**src/rtl/lsu_mem_port_pkg.sv**
```systemverilog
// Shared encodings and helpers for the load/store unit memory port.
// Size codes, FSM state type, and the alignment/length rules used at request time.
package lsu_pkg;

    localparam logic [1:0] SZ_B = 2'd0;
    localparam logic [1:0] SZ_H = 2'd1;
    localparam logic [1:0] SZ_W = 2'd2;

    typedef enum logic [1:0] {
        ST_IDLE   = 2'd0,
        ST_ACCESS = 2'd1,
        ST_RESP   = 2'd2,
        ST_ERR    = 2'd3
    } lsu_state_e;

    function automatic logic [7:0] len_of(input logic [1:0] size);
        case (size)
            SZ_B:    return 8'd1;
            SZ_H:    return 8'd2;
            SZ_W:    return 8'd4;
            default: return 8'd0;
        endcase
    endfunction

    function automatic logic misaligned(input logic [1:0] size, input logic [1:0] addr_lo);
        case (size)
            SZ_H:    return addr_lo[0];
            SZ_W:    return addr_lo != 2'b00;
            default: return 1'b0;
        endcase
    endfunction

    // Store data keeps only the bytes the access actually writes.
    function automatic logic [31:0] store_mask(input logic [1:0] size, input logic [31:0] data);
        case (size)
            SZ_B:    return {24'd0, data[7:0]};
            SZ_H:    return {16'd0, data[15:0]};
            default: return data;
        endcase
    endfunction

endpackage

```
**src/rtl/lsu_mem_port_if.sv**
```systemverilog
// Bus bundles for the LSU: request/response handshake toward EXU and the
// re/we/len/addr/wdata/rdata port toward the memory responder.
interface lsu_req_if;
    logic        req_valid;
    logic        req_ready;
    logic        req_we;
    logic [1:0]  req_size;
    logic        req_unsigned;
    logic [31:0] req_addr;
    logic [31:0] req_wdata;
    logic        rsp_valid;
    logic        rsp_ready;
    logic [31:0] rsp_rdata;
    logic        rsp_err;

    modport master (
        output req_valid, req_we, req_size, req_unsigned, req_addr, req_wdata, rsp_ready,
        input  req_ready, rsp_valid, rsp_rdata, rsp_err
    );

    modport slave (
        input  req_valid, req_we, req_size, req_unsigned, req_addr, req_wdata, rsp_ready,
        output req_ready, rsp_valid, rsp_rdata, rsp_err
    );
endinterface

interface lsu_mem_if;
    logic        mem_re;
    logic        mem_we;
    logic [7:0]  mem_len;
    logic [31:0] mem_addr;
    logic [31:0] mem_wdata;
    logic [31:0] mem_rdata;

    modport master (
        output mem_re, mem_we, mem_len, mem_addr, mem_wdata,
        input  mem_rdata
    );

    modport slave (
        input  mem_re, mem_we, mem_len, mem_addr, mem_wdata,
        output mem_rdata
    );
endinterface

```
**src/rtl/lsu_mem_port_load_ext.sv**
```systemverilog
// Load data extension: keeps only the accessed bytes, then sign- or zero-extends.
// Purely combinational so a future cached LSU can reuse it on its hit path.
module lsu_load_ext
    import lsu_pkg::*;
(
    input  logic [31:0] data_i,
    input  logic [1:0]  size_i,
    input  logic        unsigned_i,
    output logic [31:0] ext_o
);

    logic sign;

    always_comb begin
        sign  = 1'b0;
        ext_o = data_i;
        case (size_i)
            SZ_B: begin
                sign  = data_i[7] & ~unsigned_i;
                ext_o = {{24{sign}}, data_i[7:0]};
            end
            SZ_H: begin
                sign  = data_i[15] & ~unsigned_i;
                ext_o = {{16{sign}}, data_i[15:0]};
            end
            default: ext_o = data_i;
        endcase
    end

endmodule

```
**src/rtl/lsu_mem_port.sv**
```systemverilog
// Load/store unit memory port: one transaction at a time from EXU, timed access
// of LAT cycles to the memory responder, extended load data returned to EXU.
module lsu_mem_port
    import lsu_pkg::*;
#(
    parameter int unsigned LAT = 1
) (
    input  logic            clk,
    input  logic            rst_n,
    lsu_req_if.slave        req_if,
    lsu_mem_if.master       mem_if
);

    localparam logic [3:0] LAST_CNT = 4'(LAT - 1);

    lsu_state_e  state_q, state_d;
    logic [3:0]  cnt_q, cnt_d;
    logic        we_q;
    logic        uns_q;
    logic [1:0]  size_q;
    logic [7:0]  len_q;
    logic [31:0] addr_q;
    logic [31:0] wdata_q;
    logic [31:0] rdata_q;
    logic [31:0] ext;
    logic        last;
    logic        req_bad;
    logic        accept;
    logic        retire;

    assign last    = (cnt_q == LAST_CNT);
    assign req_bad = (req_if.req_size == 2'd3)
                   || misaligned(req_if.req_size, req_if.req_addr[1:0]);
    assign accept  = (state_q == ST_IDLE) && req_if.req_valid && !req_bad;
    assign retire  = ((state_q == ST_RESP) || (state_q == ST_ERR)) && req_if.rsp_ready;

    always_ff @(posedge clk or negedge rst_n) begin
        if (!rst_n) begin
            state_q <= ST_IDLE;
        end else begin
            state_q <= state_d;
        end
    end

    always_comb begin
        state_d = state_q;
        case (state_q)
            ST_IDLE: begin
                if (req_if.req_valid) begin
                    state_d = req_bad ? ST_ERR : ST_ACCESS;
                end
            end
            ST_ACCESS: begin
                if (last) begin
                    state_d = ST_RESP;
                end
            end
            ST_RESP, ST_ERR: begin
                if (req_if.rsp_ready) begin
                    state_d = ST_IDLE;
                end
            end
            default: state_d = ST_IDLE;
        endcase
    end

    // Store strobes only on the first access cycle so a write is never repeated.
    always_comb begin
        req_if.req_ready = 1'b0;
        req_if.rsp_valid = 1'b0;
        req_if.rsp_err   = 1'b0;
        mem_if.mem_re    = 1'b0;
        mem_if.mem_we    = 1'b0;
        case (state_q)
            ST_IDLE:   req_if.req_ready = 1'b1;
            ST_ACCESS: begin
                mem_if.mem_re = ~we_q;
                mem_if.mem_we = we_q && (cnt_q == 4'd0);
            end
            ST_RESP:   req_if.rsp_valid = 1'b1;
            ST_ERR: begin
                req_if.rsp_valid = 1'b1;
                req_if.rsp_err   = 1'b1;
            end
            default: ;
        endcase
    end

    always_comb begin
        cnt_d = 4'd0;
        if ((state_q == ST_ACCESS) && !last) begin
            cnt_d = cnt_q + 4'd1;
        end
    end

    always_ff @(posedge clk or negedge rst_n) begin
        if (!rst_n) begin
            cnt_q <= 4'd0;
        end else begin
            cnt_q <= cnt_d;
        end
    end

    // Request latch; the memory-facing fields read as zero outside ACCESS.
    always_ff @(posedge clk or negedge rst_n) begin
        if (!rst_n) begin
            we_q    <= 1'b0;
            uns_q   <= 1'b0;
            size_q  <= SZ_B;
            len_q   <= 8'd0;
            addr_q  <= 32'd0;
            wdata_q <= 32'd0;
        end else if (accept) begin
            we_q    <= req_if.req_we;
            uns_q   <= req_if.req_unsigned;
            size_q  <= req_if.req_size;
            len_q   <= len_of(req_if.req_size);
            addr_q  <= req_if.req_addr;
            wdata_q <= store_mask(req_if.req_size, req_if.req_wdata);
        end else if ((state_q == ST_ACCESS) && last) begin
            len_q   <= 8'd0;
            addr_q  <= 32'd0;
            wdata_q <= 32'd0;
        end
    end

    lsu_load_ext u_load_ext (
        .data_i     (mem_if.mem_rdata),
        .size_i     (size_q),
        .unsigned_i (uns_q),
        .ext_o      (ext)
    );

    // Load data is sampled on the final access cycle; stores and errors report zero.
    always_ff @(posedge clk or negedge rst_n) begin
        if (!rst_n) begin
            rdata_q <= 32'd0;
        end else if ((state_q == ST_ACCESS) && last) begin
            rdata_q <= we_q ? 32'd0 : ext;
        end else if (retire) begin
            rdata_q <= 32'd0;
        end
    end

    assign req_if.rsp_rdata = rdata_q;
    assign mem_if.mem_len   = len_q;
    assign mem_if.mem_addr  = addr_q;
    assign mem_if.mem_wdata = wdata_q;

endmodule

```
**src/flat_wrapper.sv**
```systemverilog
// flat-port wrapper written by rule: the top's interface ports become plain ports
module lsu_mem_port_flat import lsu_pkg::*;
#(
    parameter int unsigned LAT = 1
)
  (clk, rst_n, req_if_req_valid, req_if_req_we, req_if_req_size, req_if_req_unsigned, req_if_req_addr, req_if_req_wdata, req_if_rsp_ready, req_if_req_ready, req_if_rsp_valid, req_if_rsp_rdata, req_if_rsp_err, mem_if_mem_re, mem_if_mem_we, mem_if_mem_len, mem_if_mem_addr, mem_if_mem_wdata, mem_if_mem_rdata);
  lsu_req_if req_if_i ();
  lsu_mem_if mem_if_i ();
  input  logic clk;
  input  logic rst_n;
  input wire logic [$bits(req_if_i.req_valid)-1:0] req_if_req_valid;
  input wire logic [$bits(req_if_i.req_we)-1:0] req_if_req_we;
  input wire logic [$bits(req_if_i.req_size)-1:0] req_if_req_size;
  input wire logic [$bits(req_if_i.req_unsigned)-1:0] req_if_req_unsigned;
  input wire logic [$bits(req_if_i.req_addr)-1:0] req_if_req_addr;
  input wire logic [$bits(req_if_i.req_wdata)-1:0] req_if_req_wdata;
  input wire logic [$bits(req_if_i.rsp_ready)-1:0] req_if_rsp_ready;
  output wire logic [$bits(req_if_i.req_ready)-1:0] req_if_req_ready;
  output wire logic [$bits(req_if_i.rsp_valid)-1:0] req_if_rsp_valid;
  output wire logic [$bits(req_if_i.rsp_rdata)-1:0] req_if_rsp_rdata;
  output wire logic [$bits(req_if_i.rsp_err)-1:0] req_if_rsp_err;
  output wire logic [$bits(mem_if_i.mem_re)-1:0] mem_if_mem_re;
  output wire logic [$bits(mem_if_i.mem_we)-1:0] mem_if_mem_we;
  output wire logic [$bits(mem_if_i.mem_len)-1:0] mem_if_mem_len;
  output wire logic [$bits(mem_if_i.mem_addr)-1:0] mem_if_mem_addr;
  output wire logic [$bits(mem_if_i.mem_wdata)-1:0] mem_if_mem_wdata;
  input wire logic [$bits(mem_if_i.mem_rdata)-1:0] mem_if_mem_rdata;
  assign req_if_i.req_valid = req_if_req_valid;
  assign req_if_i.req_we = req_if_req_we;
  assign req_if_i.req_size = req_if_req_size;
  assign req_if_i.req_unsigned = req_if_req_unsigned;
  assign req_if_i.req_addr = req_if_req_addr;
  assign req_if_i.req_wdata = req_if_req_wdata;
  assign req_if_i.rsp_ready = req_if_rsp_ready;
  assign req_if_req_ready = req_if_i.req_ready;
  assign req_if_rsp_valid = req_if_i.rsp_valid;
  assign req_if_rsp_rdata = req_if_i.rsp_rdata;
  assign req_if_rsp_err = req_if_i.rsp_err;
  assign mem_if_mem_re = mem_if_i.mem_re;
  assign mem_if_mem_we = mem_if_i.mem_we;
  assign mem_if_mem_len = mem_if_i.mem_len;
  assign mem_if_mem_addr = mem_if_i.mem_addr;
  assign mem_if_mem_wdata = mem_if_i.mem_wdata;
  assign mem_if_i.mem_rdata = mem_if_mem_rdata;
  lsu_mem_port #(.LAT(LAT)) u_core (.clk(clk), .rst_n(rst_n), .req_if(req_if_i), .mem_if(mem_if_i));
endmodule
```
**config.mk**
```make
export PLATFORM = sky130hd
export DESIGN_NAME = lsu_mem_port_flat
export DESIGN_NICKNAME = d
export VERILOG_FILES = /design/src/rtl/lsu_mem_port_pkg.sv /design/src/rtl/lsu_mem_port_if.sv /design/src/rtl/lsu_mem_port_load_ext.sv /design/src/rtl/lsu_mem_port.sv /design/src/flat_wrapper.sv
export SDC_FILE = /design/constraint.sdc
export NUM_CORES = 1
export LEC_CHECK = 0
export BUFFER_PORTS_ARGS = -buffer_cell sky130_fd_sc_hd__buf_4
export CAP_MARGIN = 20
export CORE_MARGIN = 2
export CORE_UTILIZATION = 48
export CTS_BUF_LIST = sky130_fd_sc_hd__clkbuf_16
export CTS_CLUSTER_SIZE = 40
export DETAILED_ROUTE_END_ITERATION = 7
export PLACE_DENSITY = 0.8
export RECOVER_POWER = 100
export SYNTH_ARGS = -nofsm -noshare
export SYNTH_HDL_FRONTEND = slang
export SYNTH_HIERARCHICAL = 1
export SYNTH_SLANG_ARGS = --single-unit
```
**constraint.sdc**
```tcl
create_clock -name clk -period 2.21 [get_ports clk]
set_clock_uncertainty 0.2 [all_clocks]
set_input_delay 0.3315 -clock clk [delete_from_list [all_inputs] [get_ports clk]]
set_output_delay 0.3315 -clock clk [all_outputs]
set_load 0.02 [all_outputs]
```
Word level (Yosys, flattened, before mapping)
Cells that the tools add are included.
W data, S select, Z words.
- register bits after elaboration: 114
- input bits: 104
- add/sub/neg operators: 1
- equality and inequality tests: 10
- multiplexer cells: 23
- bitwise gates (word level): 4
- reduce and logical (&&, ||, !) cells: 19
- operators with widths (cell ; count):
    $mux W32 ; 6
    $pmux W32 S2 ; 2
    $mux W8 ; 2
    $pmux W3 S3 ; 1
    $eq A2 B2 Y1 const B ; 4
    $mux W2 ; 4
    $eq A2 B1 Y1 const B ; 3
    $logic_and A1 B1 Y1 ; 6
    $logic_not A2 Y1 ; 3
    $pmux W2 S3 ; 1
    $reduce_bool A2 Y1 ; 3
    $mux W1 ; 5
    $add A4 B1 Y4 const B ; 1
    $logic_not A4 Y1 ; 1
    $mux W4 ; 1
    $ne A2 B1 Y1 const B ; 2
    $reduce_and A3 Y1 ; 1
    $and A1 B1 Y1 ; 2
    $logic_not A1 Y1 ; 2
    $logic_or A1 B1 Y1 ; 2
    $ne A2 B2 Y1 const B ; 1
    $not A1 Y1 ; 2
    $pmux W1 S2 ; 1
    $reduce_or A2 Y1 ; 1

Longest topological paths before layout
Gate-level depths: netlist (run 1).
- word-level depth: 6
- mapped depth: 8

Modules after synthesis
Netlist (run 1), hierarchy kept.
- by module, submodules not included (module ; times used ; cells each ; area an instance (sq um) ; seq. area each (sq um)):
    lsu_mem_port ; 1 ; 426 ; 4810.9 ; 2727.6
    lsu_load_ext ; 1 ; 67 ; 355.3 ; 0.0

Worst setup path after synthesis (run 1)
No wires, ideal clock.
- kind: register to output
- from: reg u_core.cnt_q[0]
- to: out mem_if_mem_we
- data arrival time: 1.903 ns
- required time: 1.679 ns
- setup slack: -0.225 ns
- stages on the path, launching flop included: 8
- path buffers: 3
- cell sequence: dfrtp_1 > inv_1 > ha_1 > or3b_1 > buf_2 > clkbuf_1 > clkbuf_1 > nor3_1
- longest elaborated chain between the ends: 3
- ends and longest elaborated chain (what ; RTL line ; RTL):
    start: declaration ; lsu_mem_port.sv:17 ; logic [3:0] cnt_q, cnt_d;
    start signal: assignment ; lsu_mem_port.sv:100 ; cnt_q <= cnt_d;
    $logic_not A4 Y1 ; lsu_mem_port.sv:78 ; mem_if.mem_we = we_q && (cnt_q == 4'd0);
    $logic_and A1 B1 Y1 ; lsu_mem_port.sv:78 ;
    $mux W1 ; lsu_mem_port.sv:74 ; case (state_q)
    end: declaration ; flat_wrapper.sv:23 ; output wire logic [$bits(mem_if_i.mem_we)-1:0] mem_if_mem_we;
Every way passes these cells.

Worst setup path after layout (run 1)
Ends and elaborated chain as after synthesis.

==> run metrics, run 1 <==
CTS tree done; vias in the first global route 4291; # fillers approximately 820; clk_lat worst skew roughly 0.34 ns; worst setup margin roughly 0.030 ns; Detail Placement HPWL 9260 microns; Detail Route Antenna Nets 0; H-Tree Depth 3; overall die width around 110 microns; worst-path maximum fanout 2; Worst-path clk slew 0.07 ns; Nets 790; Critical-path top delay cell or3b_4; DRC viols 0; Critical Path RT approximately 1.7 ns; WL per Instance between 15 and 20 microns; Placer Congestion 0.772; Worst Setup Slack post-DPL approximately 0.014 ns; Cell Chain, Critical Path inv_1, ha_1, or3b_4, nor3_4, buf_6; Critical Path AT 1.65 ns; Max-slew headroom between 30% and 40%; yosys warns 6; largest net degree at the start of global routing between 100 and 150; gr ovfl total 0; Die Area 0.0116 sq mm; Area Overhead vs Synth 38.3%; most common cell after layout, fill and taps aside buf_4; CP Launch Type register; CP top delay family simple AND/OR/NAND/NOR gates; Slew @ Worst Pin 0.975 ns; io pins 213; placed cells about 800; leakage power 4.11 nW; CP bufs+invs 2; Avg Vias per Cell 5.16; CP endpoint kind primary output; Die Span Y 108 microns; Finished Core Util 68.9%; Critical Path Max Stage Delay 0.40 ns; 1st-iter DRT viols 187; Detailed Routing Iterations Pass 1 4; status finished, final reports clean; final setup fails 0; Cell Pwr Density 1370 mW/mm^2; Post-Syn Area per Cell between 10 and 15 sq um; HP Class input port to register; antenna cell count 0; Max Cap Viol 0; largest vdd supply drop ~0.71 mV; Syn Inst Count 493; Slew Limit Fails 0; flops & latches, synth 109; sequential-to-total area share from yosys stat 52.8%; Initial Util 49.8%; CP Class register to primary output; Overall Global Routing Usage around 23%; most frequent cells in the layout buf_4, dfrtp_1, o21ai_0, mux2i_1, inv_1; Core Rows 37; core footprint ~0.010 sq mm; clock sinks 109; RSZ-0062 raised after global routing true; CTS Buffer Depth 2; Routed WL 13200 microns; routed vias 4231; Non-Filler Instances 820; endpoints failing hold 0; initial antenna violation count 0; Unique masters post-synth 33; layout cell share with drive strength beyond 1 between 30 and 40%; worst reg2reg setup slack ~0.10 ns; total CTS buffers 9; Final period util 98.7%; Root Driver clkbuf_16; Port Buffers about 210; Tmin final 2.18 ns; Mapped Area 0.00517 sq mm; first-pass GRT wire length 21000 microns; Fmax about 0.46 GHz
[flip-flops by register name, indices dropped and copies added (netlist names)]
name / flops
u_core/state_q: 2
u_core/mem_if.mem_addr: 32
u_core/uns_q: 1
u_core/we_q: 1
u_core/cnt_q: 4
u_core/size_q: 2
u_core/mem_if.mem_wdata: 32
u_core/req_if.rsp_rdata: 32
u_core/mem_if.mem_len: 3
[layout make-up]
type / instances / area, sq um / share of cell area (%)
sequential: 109 / 2730 / 38.2
multi-input combinational: 284 / 1980 / 27.8
timing repair buffer: 226 / 1760 / 24.7
clock buffer: 9 / 225 / 3.15
inverter: 49 / 184 / 2.57
tap: 136 / 170 / 2.38
clock inverter: 7 / 90.1 / 1.26
[report_power, final]
part	leakage (nW)	internal, mW	switching, mW
Combinational	2.51	2.06	2.63
Clock	0.154	0.988	0.701
Sequential	1.45	2.87	0.552
Total	4.11	5.92	3.88
[stage by stage]
stage                     hold slack (ns)  instance area (sq um)  TNS [ns]  power [mW]
after global routing              0.00202                   7140   -0.0463        10.4
after detailed placement            0.254                   6770         0        8.17
after floorplan                    -0.164                   5200         0        6.18
final                             0.00937                   7140         0        9.80
after global placement              0.249                   6770         0        8.03
after CTS                        0.000496                   7130         0        9.89
[layer usage]
metal  GRT usage, %  vias up  wire length, microns  share of wire [%]
met4           7.42        0                   169                1.3
li1               -     2010                     -                  -
met3           7.57       18                  1220                9.2
met5              0        -                     0                  0
met1           29.1     2052                  5310                 40
met2           37.8      151                  6540                 49
[worst register-to-register path, cell delays in order (launching register included)]
cell,delay [ns]
dfrtp_1,0.39
inv_1,0.06
ha_1,0.12
or3b_4,0.40
buf_4,0.19
o2bb2a_4,0.35
a22o_1,0.28
[synthesized netlist by cell type (all sizes together)]
cell    instances  share of area, %
dfrtp         109                53
o21ai          91               8.8
mux2i          68                13
inv            49               3.6
nand2          48               3.5
a22o           33               5.6
buf            33               4.6
clkbuf         22               1.6
ha              7               1.7
nor2            7              0.51
mux2            4              0.87
nand2b          3              0.36
nand3           3              0.29
nor3            3              0.39
a21oi           1             0.097
and2            1              0.12
and3            1              0.12
conb            1             0.073
nand4b          1              0.17
nor4b           1              0.17
o211ai          1              0.15
o2bb2a          1              0.39
or2             1              0.12
or3b            1              0.17
or4b            1              0.27
xnor2           1              0.17
xor2            1              0.17
[final timing paths]
path	start	end	cells past startpoint
setup / recovery	u_core/cnt_q[0]	mem_if_mem_we	5
hold / removal	mem_if_mem_rdata[5]	u_core/req_if.rsp_rdata[5]	2
setup reg to reg	u_core/cnt_q[0]	u_core/req_if.rsp_rdata[22]	6
hold reg to reg	u_core/req_if.rsp_rdata[6]	u_core/req_if.rsp_rdata[6]	1
max in group asynchronous	rst_n	u_core/req_if.rsp_rdata[24]	3
min in group asynchronous	rst_n	u_core/req_if.rsp_rdata[4]	3
[what timing repair did]
action / CTS / global route
endpoints found under the setup margin: 2 / 1
hold buffers: 2 / 1
cloned: 0 / 0
resized for setup: 2 / 0
pin swaps: 0 / 1
hold endpoints to repair: 110 / 1
buffers inserted: 3 / 1
[cells by family after synthesis]
logic type,count (synthesis),share of synthesized area (%)
AO/OA/AOI/OAI,127,15.0
XOR/XNOR,2,0.339
adder cells (fa/ha/maj),7,1.70
buffers and inverters,104,9.76
flip-flops,109,52.8
multiplexers,72,14.1
other,1,0.0726
AND/OR/NAND/NOR,71,6.18
Power figures use the tool's default switching activity.
==> inputs of run 2 (changes only) <==
CTS_BUF_LIST = not set   (was sky130_fd_sc_hd__clkbuf_16)
==> run 2 against run 1 <==
  * The flow now finishes with violations (negative setup slack)
  * Setup slack got worse by 0.030 ns
  * Final area rose by 6.7%
  * Wire length rose by 14%
  * Sequential power barely moved
  * Hold slack improved by 0.0071 ns
  * Clock power fell by 19%
  * Utilization rose by 4.6 points
  * Critical path depth did not move
  * Combinational power rose by 3%
  * Sequential cell count did not move
  * Sequential share of layout area fell by 2.4 points
  * Die area did not move
  * Critical path type unchanged
  * Largest cell class unchanged
  * Largest power group unchanged
==> run metrics, run 2 (synthesis gave the netlist of run 1 again) <==
placed cells 797 (unchanged); CTS tree done (unchanged); DRC viols 0 (unchanged); Tmin final 2.21 ns (was 2.18 ns); io pins 213 (unchanged); 1st-iter DRT viols 328 (was 187); routed vias 4568 (was 4231); DP Area 0.00677 sq mm (unchanged); Detail Route Antenna Nets 0 (unchanged); Placer Congestion 0.772 (unchanged); Max Cap Viol 0 (unchanged); Die Area 0.0116 sq mm (unchanged); Avg Vias per Cell 5.21 (was 5.16); Critical-path top delay cell dfrtp_1 (was or3b_4); CP top delay family simple AND/OR/NAND/NOR gates (unchanged); antenna cell count 0 (unchanged); Routed WL 15100 microns (was 13200 microns); Area Overhead vs Synth 47.5% (was 38.3%); Root Driver clkbuf_8 (was clkbuf_16); CP endpoint kind primary output (unchanged); Worst Setup Slack post-DPL 0.0138 ns (unchanged); Overall Global Routing Usage 26.2% (was 23.1%); largest net degree at the start of global routing 110 (unchanged); worst setup margin -0.000263 ns (was 0.0297 ns); Cell Pwr Density 1270 mW/mm^2 (was 1370 mW/mm^2); Non-Filler Instances 876 (was 820); initial antenna violation count 0 (unchanged); Port Buffers 207 (unchanged); total CTS buffers 9 (unchanged); Detailed Routing Iterations Pass 1 5 (was 4); first-pass GRT wire length 23700 microns (was 21000 microns); Worst-path clk slew 0.09 ns (was 0.07 ns); Max-slew headroom 9.28% (was 35.0%); overall die width 108 microns (unchanged); CP Launch Type register (unchanged); total power 9.65 mW (was 9.80 mW); Min Hold Slack 0.0165 ns (was 0.00937 ns); failing checks negative setup slack; clock sinks 109 (unchanged); CP bufs+invs 2 (unchanged); Top Metal Used met4 (unchanged); Cell Chain, Critical Path inv_1, ha_1, or3b_4, nor3_4, buf_6 (unchanged); Initial Util 49.8% (unchanged); worst-path maximum fanout 2 (unchanged); HP Class input port to register (unchanged); core footprint 0.0104 sq mm (unchanged); Final Instance Area 0.00762 sq mm (was 0.00714 sq mm); CP Class register to primary output (unchanged); Nets 846 (was 790); Fin Setup TNS -0.000263 ns (was 0 ns); RSZ-0062 raised after global routing true (unchanged); layout cell share with drive strength beyond 1 33.9% (was 36.4%); most common cell after layout, fill and taps aside buf_4 (unchanged); Core Rows 37 (unchanged); CTS Buffer Depth 2 (unchanged); wire length on met3 1250 microns (was 1220 microns); gr ovfl total 0 (unchanged); final setup fails 1 (was 0); Slew @ Worst Pin 1.36 ns (was 0.975 ns); Final period util 100% (was 98.7%); vias in the first global route 4851 (was 4291); Critical Path RT 1.68 ns (about the same); Finished Core Util 73.5% (was 68.9%); met2 WL 7740 microns (was 6540 microns); Fmax 0.452 GHz (was 0.459 GHz); most frequent cells in the layout buf_4, dfrtp_1, o21ai_0, mux2i_1, dlygate4sd3_1 (was buf_4, dfrtp_1, o21ai_0, mux2i_1, inv_1); WL per Instance 17.2 microns (was 16.1 microns); status finished, violations left (was finished, final reports clean); Slew Limit Fails 0 (unchanged); leakage power 4.31 nW (was 4.11 nW); Detail Placement HPWL 9260 microns (unchanged); Die Span Y 108 microns (unchanged); Critical Path Max Stage Delay 0.40 ns (about the same); endpoints failing hold 0 (unchanged); largest vdd supply drop 0.647 mV (was 0.709 mV); clk_lat worst skew 0.37 ns (was 0.34 ns); routed length on met1 5750 microns (was 5310 microns); H-Tree Depth 3 (unchanged); Critical Path AT 1.68 ns (was 1.65 ns)
-- run 2: cell count changes in the layout (fill, tap and decap cells not counted) --
cell and change:
buf_4 +1, buf_6 -1, clkbuf_16 -9, clkbuf_8 +11
clkinv_1 -2, dlygate4sd3_1 +56, o21ai_0 -1, o21ai_1 +1
-- run 2: layout make-up --
type                       count  area, sq um
tap                          136          170
clock inverter                 5         82.6
sequential                   109         2730
timing repair buffer         282         2320
inverter                      49          184
multi-input combinational    284         1980
clock buffer                  11          151
fill                         724         2750
-- run 2: path summary, 6_finish.rpt --
| kind | startpoint | to | slack [ns] | cells after the start |
|---|---|---|---|---|
| worst max-delay path | u_core/cnt_q[0] | mem_if_mem_we | -0.0003 | 5 |
| worst min-delay path | req_if_req_wdata[14] | u_core/mem_if.mem_wdata[14] | 0.02 | 3 |
| worst max register to register | u_core/cnt_q[0] | u_core/mem_if.mem_addr[27] | 0.07 | 7 |
| worst min register to register | u_core/req_if.rsp_rdata[6] | u_core/req_if.rsp_rdata[6] | 0.31 | 1 |
| max in group asynchronous | rst_n | u_core/req_if.rsp_rdata[26] | 0.24 | 3 |
| min in group asynchronous | rst_n | u_core/req_if.rsp_rdata[4] | 0.74 | 3 |
-- run 2: timing repair --
item                                   4_1_cts  5_1_grt
gates resized for setup                      2        1
setup buffers                                3        1
endpoints found under the hold margin      167        0
pin swaps                                    1        0
setup endpoints to repair                    5        2
hold buffers                                59        0
-- run 2: report_power, final --
| group | switching (mW) | internal (mW) |
|---|---|---|
| combinational | 2.72 | 2.13 |
| sequential | 0.570 | 2.86 |
| clock | 0.665 | 0.703 |
-- run 2: worst reg2reg max path, cell delays in order, from the launching register on --
cell and delay (ns):
dfrtp_1 0.40, inv_1 0.06, ha_1 0.12, or3b_4 0.40
buf_4 0.19, buf_12 0.19, o21ai_0 0.30, mux2i_1 0.15
-- run 2: metal layers --
metal / vias to the layer above / GRT usage [%]
met1: 2230 / 31.5
met3: 29 / 7.20
met4: 0 / 9.80
met5: - / 0
met2: 195 / 44.9
li1: 2114 / -
==> inputs of run 3 (changes only) <==
REMOVE_ABC_BUFFERS = 1   (was not set)
==> run 3 against run 2 <==
  * The flow still finishes with violations (negative setup slack)
  * Via count fell by 0.37%
  * Maximum frequency fell by 0.91%
  * Register-to-register slack barely moved
  * Largest cell class unchanged
  * Largest power group unchanged
  * Highest routed layer unchanged
==> run metrics, run 3 (synthesis gave the netlist of run 1 again) <==
status finished, violations left (unchanged); failing checks negative setup slack (unchanged); total CTS buffers 9 (unchanged); Avg Vias per Cell 5.27 (was 5.21); Reg-to-Reg Start u_core/cnt_q[0] (unchanged); largest vdd supply drop 0.552 mV (was 0.647 mV); Tmin final 2.23 ns (was 2.21 ns); Final period util 101% (was 100%); CP Class register to primary output (unchanged); clock sinks 109 (unchanged); worst reg2reg setup slack 0.06 ns (was 0.07 ns); overall die width 108 microns (unchanged); Worst-path clk slew 0.09 ns (about the same); WL per Instance 16.8 microns (was 17.2 microns); Initial Util 49.8% (unchanged); cells on worst reg2reg path 6 (was 7); DP Area 0.00676 sq mm (was 0.00677 sq mm); RSZ-0062 raised after global routing true (unchanged); core footprint 0.0104 sq mm (unchanged); largest net degree at the start of global routing 65 (was 110); Non-Filler Instances 863 (was 876); Die Area 0.0116 sq mm (unchanged); routed vias 4551 (was 4568); DRC viols 0 (unchanged); Root Driver clkbuf_8 (unchanged); Cell Pwr Density 1250 mW/mm^2 (was 1270 mW/mm^2); final setup fails 1 (unchanged); gr ovfl total 0 (unchanged); Port Buffers 207 (unchanged); io pins 213 (unchanged); most common cell after layout, fill and taps aside buf_4 (unchanged); H-Tree Depth 3 (unchanged); Routed WL 14500 microns (was 15100 microns); Nets 834 (was 846); Placer Congestion 0.770 (was 0.772); Critical Path RT 1.68 ns (about the same); 1st-iter DRT viols 289 (was 328); Fmax 0.448 GHz (was 0.452 GHz); Slew Limit Fails 0 (unchanged); Finished Core Util 68.2% (was 73.5%); Detail Route Antenna Nets 0 (unchanged); layout cell share with drive strength beyond 1 20.8% (was 33.9%); Die Span Y 108 microns (unchanged); worst setup margin -0.0205 ns (was -0.000263 ns); CP Launch Point u_core/cnt_q[0] (unchanged); Max Cap Viol 0 (unchanged); CTS Buffer Depth 2 (unchanged); placed cells 801 (was 797); worst r2r dst u_core/req_if.rsp_rdata[17] (was u_core/mem_if.mem_addr[27]); Final Instance Area 0.00707 sq mm (was 0.00762 sq mm); Detail Placement HPWL 9820 microns (was 9260 microns); clk_lat worst skew 0.36 ns (was 0.37 ns); HP Class input port to register (unchanged); CP Launch Type register (unchanged); Detailed Routing Iterations Pass 1 4 (was 5); Critical Path AT 1.70 ns (was 1.68 ns); most frequent cells in the layout buf_4, dfrtp_1, clkbuf_1, o21ai_0, mux2i_1 (was buf_4, dfrtp_1, o21ai_0, mux2i_1, dlygate4sd3_1); Slew @ Worst Pin 1.13 ns (was 1.36 ns); leakage power 3.83 nW (was 4.31 nW); Core Rows 37 (unchanged); antenna cell count 0 (unchanged); worst-path maximum fanout 2 (unchanged); endpoints failing hold 0 (unchanged); first-pass GRT wire length 22700 microns (was 23700 microns); Area Overhead vs Synth 36.8% (was 47.5%); CP endpoint kind primary output (unchanged); vias in the first global route 4651 (was 4851); crit path to mem_if_mem_we (unchanged); Overall Global Routing Usage 24.9% (was 26.2%); Worst Setup Slack post-DPL 0.0258 ns (was 0.0138 ns); CTS tree done (unchanged); Max-slew headroom 24.4% (was 9.28%); Min Hold Slack 0.0133 ns (was 0.0165 ns); initial antenna violation count 0 (unchanged)
[run 3: changes by cell type in the layout (fill, tap and decap cells not counted), moves of 2 or more]
cell,previous run,this run
clkbuf_1,0,102
buf_4,217,119
dlygate4sd3_1,59,44
o21ai_0,90,84
o21ai_1,1,7
buf_12,4,2
clkinv_4,2,0
[run 3: per-stage QoR]
step / power, mW / TNS, ns
CTS: 9.58 / -0.00630
finish: 8.86 / -0.0205
global placement: 8.01 / 0
floorplan: 6.01 / -165.43
global route: 9.40 / -0.101
detailed placement: 8.19 / 0
[run 3: report_power, final]
part	leakage (nW)	internal (mW)	switching, mW
clock	0.105	0.663	0.638
sequential	1.45	2.86	0.583
combinational	2.27	1.43	2.68
total	3.83	4.96	3.90
[run 3: layout make-up]
type / instances / area, sq um
fillers: 866 / 3300
multi-input cells: 284 / 1980
inverters: 49 / 184
clock buffers: 11 / 141
flip-flops and latches: 109 / 2730
well taps: 136 / 170
repair buffers: 270 / 1790
clock inverters: 4 / 72.6
[run 3: worst max-delay path, stage by stage, from the launching register on]
cell and delay (ns):
dfrtp_1 0.39, inv_1 0.06, ha_1 0.14, or3b_4 0.40
nor3_4 0.20, buf_6 0.14
[run 3: worst min path at each step]
stage,start,to,slack [ns],cells after the start
2_1_floorplan,rst_n,u_core/cnt_q[0],-0.16,0
6_report,req_if_req_addr[10],u_core/mem_if.mem_addr[10],0.01,3
3_5_place_dp,rst_n,u_core/req_if.rsp_rdata[2],0.17,2
5_1_grt,req_if_req_addr[18],u_core/mem_if.mem_addr[18],0.0006,3
4_1_cts,req_if_req_addr[6],u_core/mem_if.mem_addr[6],0.00001,3
3_3_place_gp,rst_n,u_core/req_if.rsp_rdata[28],0.16,2
[run 3: repair_timing]
| item | CTS | global route |
|---|---|---|
| gates resized for setup | 2 | 10 |
| pin swaps | 0 | 2 |
| hold buffers | 43 | 1 |
| setup buffers | 3 | 0 |
| hold endpoints to repair | 151 | 1 |
| setup endpoints to repair | 1 | 9 |
[run 3: layer usage]
| metal | share of wire [%] | global-route usage (%) | wire (microns) | vias to the layer above |
|---|---|---|---|---|
| met5 | 0 | 0 | 0 | - |
| met4 | 2.1 | 9.07 | 310 | 0 |
| met3 | 8.5 | 6.66 | 1240 | 25 |
| met2 | 51 | 43.2 | 7370 | 194 |
| met1 | 39 | 29.5 | 5620 | 2232 |
| li1 | - | - | - | 2100 |
